[config.mk]
export PLATFORM = sky130hd
export DESIGN_NAME = mac_acc_pipe
export DESIGN_NICKNAME = d
export VERILOG_FILES = /design/src/rtl/mac_acc_pipe.sv
export SDC_FILE = /design/constraint.sdc
export NUM_CORES = 2
export LEC_CHECK = 0
export BUFFER_PORTS_ARGS = -buffer_cell sky130_fd_sc_hd__buf_2
export CELL_PAD_IN_SITES_DETAIL_PLACEMENT = 2
export CELL_PAD_IN_SITES_GLOBAL_PLACEMENT = 2
export CORE_MARGIN = 5
export CORE_UTILIZATION = 41
export DETAILED_ROUTE_END_ITERATION = 8
export PLACE_DENSITY_LB_ADDON = 0.1
export SYNTH_ARGS = -nofsm -noshare
export SYNTH_HDL_FRONTEND = slang
export SYNTH_SLANG_ARGS = --single-unit
[constraint.sdc]
create_clock -name clk -period 6.9 [get_ports clk]
set_input_delay 0 -clock clk [delete_from_list [all_inputs] [get_ports clk]]
set_output_delay 0 -clock clk [all_outputs]
set_load 0.1 [all_outputs]
[src/rtl/mac_acc_pipe.sv]
// Pipelined LANES-wide dot-product MAC feeding a saturating per-group accumulator.
// S1 registers lane products, S2 the adder-tree sum, S3 accumulates and emits on a last beat.
module mac_acc_pipe #(
  parameter int LANES = 8,
  parameter int DW    = 8,
  parameter int ACCW  = 32
) (
  input  logic                  clk,
  input  logic                  rst,
  input  logic                  in_valid,
  output logic                  in_ready,
  input  logic [LANES*DW-1:0]   in_data,
  input  logic [LANES*DW-1:0]   in_weight,
  input  logic                  in_signed,
  input  logic                  in_first,
  input  logic                  in_last,
  output logic                  out_valid,
  input  logic                  out_ready,
  output logic [ACCW-1:0]       out_result,
  output logic                  out_sat,
  output logic [15:0]           out_beats
);

  localparam int PW = 2*DW + 2;
  localparam int SW = PW + $clog2(LANES);
  localparam int XW = ACCW + 2;
  localparam logic signed [XW-1:0] SMAX = {3'b000, {(ACCW-1){1'b1}}};
  localparam logic signed [XW-1:0] SMIN = {3'b111, {(ACCW-1){1'b0}}};
  localparam logic signed [XW-1:0] UMAX = {2'b00, {ACCW{1'b1}}};
  localparam logic signed [XW-1:0] UMIN = {XW{1'b0}};

  logic                 w_en;
  logic                 w_accept;
  logic                 w_mode;
  logic signed [DW:0]   w_op_a [LANES];
  logic signed [DW:0]   w_op_b [LANES];
  logic signed [PW-1:0] w_prod [LANES];
  logic signed [SW-1:0] w_sum;
  logic signed [XW-1:0] w_base;
  logic signed [XW-1:0] w_total;
  logic [ACCW-1:0]      w_acc_nxt;
  logic                 w_clip;
  logic                 w_sat_nxt;
  logic [15:0]          w_cnt_nxt;

  logic                 r_mode;
  logic                 r_s1_valid;
  logic                 r_s1_first;
  logic                 r_s1_last;
  logic                 r_s1_mode;
  logic signed [PW-1:0] r_s1_prod [LANES];
  logic                 r_s2_valid;
  logic                 r_s2_first;
  logic                 r_s2_last;
  logic                 r_s2_mode;
  logic signed [SW-1:0] r_s2_sum;
  logic [ACCW-1:0]      r_acc;
  logic                 r_sat;
  logic [15:0]          r_cnt;

  // A pending, unaccepted result freezes the whole pipeline.
  assign w_en     = !(out_valid && !out_ready);
  assign in_ready = w_en;
  assign w_accept = in_valid && w_en;
  assign w_mode   = in_first ? in_signed : r_mode;

  // Extend each operand by the group mode and form exact lane products.
  always_comb begin
    for (int i = 0; i < LANES; i++) begin
      w_op_a[i] = {w_mode & in_data[i*DW+DW-1], in_data[i*DW +: DW]};
      w_op_b[i] = {w_mode & in_weight[i*DW+DW-1], in_weight[i*DW +: DW]};
      w_prod[i] = PW'(w_op_a[i]) * PW'(w_op_b[i]);
    end
  end

  // Group mode latch, updated only by an accepted first beat.
  always_ff @(posedge clk) begin
    if (rst) begin
      r_mode <= 1'b0;
    end else if (w_accept && in_first) begin
      r_mode <= in_signed;
    end
  end

  // S1: lane products plus beat flags.
  always_ff @(posedge clk) begin
    if (rst) begin
      r_s1_valid <= 1'b0;
      r_s1_first <= 1'b0;
      r_s1_last  <= 1'b0;
      r_s1_mode  <= 1'b0;
      for (int i = 0; i < LANES; i++) begin
        r_s1_prod[i] <= {PW{1'b0}};
      end
    end else if (w_en) begin
      r_s1_valid <= w_accept;
      r_s1_first <= in_first;
      r_s1_last  <= in_last;
      r_s1_mode  <= w_mode;
      for (int i = 0; i < LANES; i++) begin
        r_s1_prod[i] <= w_prod[i];
      end
    end
  end

  // Adder tree over the registered products; SW bits cannot overflow.
  always_comb begin
    w_sum = {SW{1'b0}};
    for (int i = 0; i < LANES; i++) begin
      w_sum = w_sum + SW'(r_s1_prod[i]);
    end
  end

  // S2: tree sum plus beat flags.
  always_ff @(posedge clk) begin
    if (rst) begin
      r_s2_valid <= 1'b0;
      r_s2_first <= 1'b0;
      r_s2_last  <= 1'b0;
      r_s2_mode  <= 1'b0;
      r_s2_sum   <= {SW{1'b0}};
    end else if (w_en) begin
      r_s2_valid <= r_s1_valid;
      r_s2_first <= r_s1_first;
      r_s2_last  <= r_s1_last;
      r_s2_mode  <= r_s1_mode;
      r_s2_sum   <= w_sum;
    end
  end

  // Next accumulator value: widened add, then clamp to the group's signed/unsigned range.
  always_comb begin
    if (r_s2_first) begin
      w_base = {XW{1'b0}};
    end else if (r_s2_mode) begin
      w_base = XW'($signed(r_acc));
    end else begin
      w_base = XW'(r_acc);
    end
    w_total = w_base + XW'(r_s2_sum);
    if (r_s2_mode) begin
      if (w_total > SMAX) begin
        w_acc_nxt = SMAX[ACCW-1:0];
        w_clip    = 1'b1;
      end else if (w_total < SMIN) begin
        w_acc_nxt = SMIN[ACCW-1:0];
        w_clip    = 1'b1;
      end else begin
        w_acc_nxt = w_total[ACCW-1:0];
        w_clip    = 1'b0;
      end
    end else begin
      if (w_total > UMAX) begin
        w_acc_nxt = UMAX[ACCW-1:0];
        w_clip    = 1'b1;
      end else if (w_total < UMIN) begin
        w_acc_nxt = UMIN[ACCW-1:0];
        w_clip    = 1'b1;
      end else begin
        w_acc_nxt = w_total[ACCW-1:0];
        w_clip    = 1'b0;
      end
    end
    w_sat_nxt = (r_s2_first ? 1'b0 : r_sat) | w_clip;
    if (r_s2_first) begin
      w_cnt_nxt = 16'd1;
    end else if (r_cnt == 16'hFFFF) begin
      w_cnt_nxt = r_cnt;
    end else begin
      w_cnt_nxt = r_cnt + 16'd1;
    end
  end

  // S3: accumulator state and the result register.
  always_ff @(posedge clk) begin
    if (rst) begin
      r_acc      <= {ACCW{1'b0}};
      r_sat      <= 1'b0;
      r_cnt      <= 16'd0;
      out_valid  <= 1'b0;
      out_result <= {ACCW{1'b0}};
      out_sat    <= 1'b0;
      out_beats  <= 16'd0;
    end else if (w_en) begin
      if (r_s2_valid) begin
        r_acc <= w_acc_nxt;
        r_sat <= w_sat_nxt;
        r_cnt <= w_cnt_nxt;
      end
      // With en high any held result is transferring now, so a new one may replace it.
      if (r_s2_valid && r_s2_last) begin
        out_valid  <= 1'b1;
        out_result <= w_acc_nxt;
        out_sat    <= w_sat_nxt;
        out_beats  <= w_cnt_nxt;
      end else begin
        out_valid  <= 1'b0;
      end
    end
  end

endmodule

# Word-level counts from Yosys, hierarchy flattened

Memory sizes are Yosys's and may differ from the RTL's.
Cells that the tools add are included.

Bits of input ports: 135
Register bits after elaboration: 129
Bits in writable memories: 144
Memories kept: 1

Memories:

| memory    | words | bits a word | rd ports | clocked after Yosys merged registers in | write ports | RTL line | source |
|---|---|---|---|---|---|---|---|
| r_s1_prod | 8     | 18          | 8        | 0                                       | 8           | 51       | `logic signed [PW-1:0] r_s1_prod [LANES];` |

Magnitude comparators: 4
$mul: 8
Multiplexer cells: 30
Add/sub/neg operators: 9
Reduce and logical (&&, ||, !) cells: 8
Bitwise gates (word level): 26
Eq/ne operators: 1

Operator list:

| kind                  | number |
|---|---|
| $mux 32               | 5 |
| $mul 9x9->18          | 8 |
| $mux 18               | 8 |
| $add 21x18->21        | 4 |
| $mux 34               | 2 |
| $add 34x21->34        | 1 |
| $gt 34x32->1 const B  | 1 |
| $gt 34x33->1 const B  | 1 |
| $lt 34x1->1 const B   | 1 |
| $lt 34x32->1 const B  | 1 |
| $mux 16               | 2 |
| $add 20x18->21        | 1 |
| $add 19x18->20        | 1 |
| $add 18x18->19        | 1 |
| $add 16x1->16 const B | 1 |
| $and 1x1->1           | 16 |
| $eq 16x16->1 const B  | 1 |
| $mux 1                | 13 |
| $or 1x1->1            | 9 |
| $logic_and 1x1->1     | 4 |
| $reduce_and 2->1      | 2 |
| $logic_not 1->1       | 2 |
| $not 1->1             | 1 |

# Depth between registers and ports, before layout

Depth in word-level cells: 8
Mapped depth: 24
Depth with buffers taken out: 22

# Worst setup path before layout

OpenSTA, ideal clock, no wires.

Kind: register to register
Start: reg r_mode
End: mem r_s1_prod[0][35] (netlist name) (data pin)
Setup slack: 0.860 ns
Stages on the path, launching flop included: 23
Clock period less this slack: 6.040 ns
Data arrival time: 5.770 ns
Path buffers: 1
Cells stage by stage: dfxtp_1 > mux2_2 > clkbuf_1 > nand2_1 > or2_2 > fa_1 > fa_1 > fa_1 > inv_1 > fa_1 > inv_1 > fa_1 > inv_1 > ha_1 > a21oi_1 > o21bai_1 > a21oi_1 > o21bai_1 > a21oi_1 > o21bai_1 > a2111oi_0 > or4_1 > a21oi_1

RTL lines:

| what                   | RTL line | source |
|---|---|---|
| from (decl)            | 46       | `logic r_mode;` |
| from (signal assigned) | 81       | `r_mode <= in_signed;` |
| to (decl)              | 51       |  |

==> run summary <==
For this block, the via count after detailed routing is 28900. The sequential group share of total power was 11.6%. Setup repair after global routing left no endpoint under its margin.

Headroom to the max-slew limit came out at 27.0%. Net switching is 52.4% of the power. The final net count came out at 5556. The starting utilization of the core area was 41.2%.

The flip-flop and latch count after synthesis works out to 273. Combinational logic is responsible for 79.6% of the overall power. The mean cell area of the mapped netlist is 9.31 um^2, and the cell row count is 114. The detailed-route wire length per cell is 20.2 um.

The run gives 23.0 mW as the total power. For the mapped cell area, the log shows 39800 um^2. The tools report the global-route usage over all layers as 22.6%. Walking the worst path, the cells encountered are mux2_2 > buf_12 > nand2_1 > or2_2 > fa_1 > fa_1 > fa_1 > inv_1 > fa_1 > inv_1 > fa_1 > inv_1 > ha_1 > a21oi_1 > o21bai_1 > a21oi_1 > o21bai_1 > a21oi_1 > o21bai_1 > a2111oi_0 > or4_1 > a21oi_1. In the final timing run, aggregate negative setup slack is 0 ns. The leading cell type in the layout, fill and taps excluded was sky130_fd_sc_hd__inv_1.

Measured on the finished design, the core utilization comes to 44.9%. The die covers 103000 um^2. The largest buffer count on any clock path came out at 3. Across the VDD grid, the largest voltage drop is 775 uV. At the pin with the least slew margin, the transition time is 1.10 ns. Sequential cells were found to cover 17.4% of the synthesized design area. For the worst-skew pair, the clock arrives at the later sink with an insertion delay of 0.56 ns.

The level count of the clock H-tree is 2, and the clock network fraction of total power is 8.8%. The tools report the worst flop-to-flop path endpoint as r_s1_prod[0][17]$_SDFFCE_PN0P_. Yosys printed 0 warnings. Derived from the worst setup path, the maximum achievable clock frequency is 153 MHz. After floorplanning, the core was sized to cover 96600 um^2. The cell with the most instances on the worst path is sky130_fd_sc_hd__fa_1. The worst setup path is launched from a flip-flop. The dominant synthesized flop cell is sky130_fd_sc_hd__edfxtp_1. The critical path contains buffers and inverters numbering 4 combined. Post-CTS clock slew at the launch and capture registers of the worst setup and hold paths: 0.07 ns. The worst hold path belongs to the class in2reg.

After synthesis, the largest area contributor takes up 34.1% of total cell area. The post-route netlist has 7.18% of its cells at a drive strength greater than 1. Kind of critical path: reg2reg. The tools report the origin of the critical flop-to-flop path as r_mode$_SDFFE_PP0P_. The tools report the worst setup slack after placement as 0.404 ns.

The number of synthesized flops with an enable pin works out to 144. By area the synthesized netlist is led by sky130_fd_sc_hd__fa_1 34%, sky130_fd_sc_hd__ha_1 11%, sky130_fd_sc_hd__edfxtp_1 11%. The routed design has 115000 um of wire.

In this run the remaining antenna-violating nets after routing total 0. The number of pins exceeding their max-slew limit in the final report was 0; the via count normalized by instance count was 5.07. On the worst path, the slowest cell contributes a delay of 0.61 ns. The leakage power total came out at 21.2 nW. In the layout the commonest cells are 958 x sky130_fd_sc_hd__inv_1, 679 x sky130_fd_sc_hd__fa_1, 361 x sky130_fd_sc_hd__nand2_1. The shortest clock period the worst path allows after layout was 6.53 ns; the growth of design area from synthesis to finish was 8.97%. Among all stages on the critical path, the largest delay is contributed by sky130_fd_sc_hd__a2111oi_0. The run gives 5 as the total iterations of the first detailed-routing run. Buffers placed on the I/O ports in this run total 185.

The run gives 187000 um as the global-route wire length before repair. Counting every net in the synthesized netlist gives 5443. The floorplan die width came out at 322 um. The clock arrives with 0.0267 ns of skew. The finished layout holds 5693 standard cells, fillers aside. The worst path uses 94.7% of the clock period. For the worst setup path, the data required time is 7.15 ns. The flow ran to the end, and the final reports show no timing, DRC or antenna violations. Routability-driven placement finished with a final weighted congestion of 0.805. Counting buffers and inverters, the worst setup path is 22 cells deep. The die is 322 um tall. The kind of end point of the critical path was a flip-flop. At the worst endpoint, the arrival time is 6.78 ns.

Final setup slack of the worst path: 0.369 ns. Number of global-route vias before repair: 34300. sky130_fd_sc_hd__fa_1 takes more of the synthesized area than any other cell. The cell count after placement came out at 5604. TritonCTS built the clock tree. For the max-capacitance violation count, the log shows 0. For the top-level I/O count, the log shows 186. The tools report the number of sinks on the clock net as 273.

The number of setup buffers added after CTS is 0. Setup violations remaining at the end of the flow were counted as 0. The run gives 12.0 mW as the switching power summed over all nets. The count of unresolved DRC violations after routing was 0. Of all flip-flops after synthesis, the portion carrying an async set or reset was 0%. The estimated wirelength of the detail-placed design came out at 94900 um. Among cell families on the critical path, the largest total delay comes from adder cells. Tracing the worst setup path back leads to its startpoint at r_mode$_SDFFE_PP0P_. The number of antenna diodes in the final layout is 0. The initial antenna violation count is 1. The number of clock buffers added by TritonCTS is 36. The worst register-to-register path has a depth of 22.

The power density over cell area works out to 530 nW/um^2. The netlist uses 69 different library cells. Entering global routing, the biggest net connects 88 pins.

The detailed router's first-iteration violation count came out at 1130. Of all nets on the critical path, the largest fanout is 32. The tools report the global route total overflow as 0. The setup check on the worst reg-to-reg path leaves a slack of 0.37 ns.

The run gives 4277 as the gate count after technology mapping. In this run the clock root is driven by a sky130_fd_sc_hd__clkbuf_16. Following the worst setup path forward leads to its endpoint at r_s1_prod[0][17]$_SDFFCE_PN0P_. For the number of endpoints with negative hold slack in the final report, the log shows 0. Cell internal power was estimated by the tool at 10.9 mW.
metrics by stage:
| stage | hold WS [ns] | area [um^2] |
|---|---|---|
| final | 0.0328 | 43400 |
| after global placement | 0.250 | 41900 |
| after CTS | 0.0130 | 43400 |
| after floorplan | 0.140 | 39800 |
| after detailed placement | 0.276 | 41900 |
| after global routing | 0.0290 | 43400 |
worst min-delay path by stage:
stage	start	endpoint	slack [ns]	cells after the start
CTS	in_weight[8]	r_s1_prod[0][18]$_SDFFCE_PN0P_	0.01	2
finish	in_weight[24]	r_s1_prod[0][54]$_SDFFCE_PN0P_	0.03	2
floorplan	in_first	r_s1_first$_SDFFE_PP0N_	0.14	2
global route	in_weight[8]	r_s1_prod[0][18]$_SDFFCE_PN0P_	0.03	2
detailed placement	in_signed	r_mode$_SDFFE_PP0P_	0.28	3
global placement	in_signed	r_mode$_SDFFE_PP0P_	0.25	3
repair_timing:
item / CTS / global route
hold buffers: 24 / 0
endpoints found under the hold margin: 33 / 0
setup endpoints to repair: 0 / 0
gates resized for setup: 0 / 0
logic make-up (layout without fill, tap and decap cells):
family | after synthesis | after routing | share of synthesized area, %
AND/OR/NAND/NOR | 1200 | 1200 | 15.0
XOR/XNOR | 180 | 180 | 3.96
flip-flops | 273 | 273 | 17.4
multiplexers | 6 | 6 | 0.160
AO/OA/AOI/OAI | 474 | 474 | 7.76
buffers and inverters | 1113 | 1253 | 10.6
adder cells (fa/ha/maj) | 1031 | 1031 | 45.2
routing by layer:
layer | track usage, % | vias to the layer above | wire [um]
met5 | 0 | - | 0
met4 | 4.96 | 0 | 2530
met3 | 1.98 | 113 | 2480
met2 | 42.7 | 329 | 61000
met1 | 28.1 | 15000 | 49100
li1 | - | 13400 | -
synthesized netlist by cell type, drive strengths merged (17+ instances only):
| cell type | n |
|---|---|
| a2111oi | 18 |
| a211oi | 61 |
| a21o | 33 |
| a21oi | 186 |
| and2 | 332 |
| and3 | 51 |
| clkbuf | 144 |
| dfxtp | 129 |
| edfxtp | 144 |
| fa | 679 |
| ha | 352 |
| inv | 959 |
| nand2 | 361 |
| nand2b | 17 |
| nand3 | 39 |
| nor2 | 244 |
| nor2b | 41 |
| nor3 | 33 |
| o21ai | 60 |
| o21bai | 52 |
| or2 | 23 |
| or3 | 18 |
| xnor2 | 131 |
| xor2 | 49 |
power groups by stage:
stage | sequential [mW] | combinational (mW) | clock [mW]
final | 2.67 | 18.3 | 2.03
after global routing | 2.70 | 20.5 | 2.13
after CTS | 2.68 | 18.6 | 2.07
after detailed placement | 2.69 | 18.1 | 0
after global placement | 2.68 | 16.9 | 0
after floorplan | 2.52 | 12.6 | 0
cell type report:
| class | count | area (um^2) |
|---|---|---|
| fillers | 10600 | 53200 |
| repair buffers | 228 | 1330 |
| flip-flops and latches | 273 | 6910 |
| well taps | 1276 | 1600 |
| clock inverters | 16 | 241 |
| multi-input cells | 2891 | 28700 |
| inverters | 960 | 3610 |
| clock buffers | 49 | 991 |
flip-flops by register name (all words and copies together) (netlist names):
register    flops
out_beats      16
out_result     32
out_sat         1
out_valid       1
r_acc          32
r_cnt          16
r_mode          1
r_s1_first      1
r_s1_last       1
r_s1_mode       1
r_s1_prod     144
r_s1_valid      1
r_s2_first      1
r_s2_last       1
r_s2_mode       1
r_s2_sum       21
r_s2_valid      1
r_sat           1
Note: power is estimated with default switching activity, not from simulation.
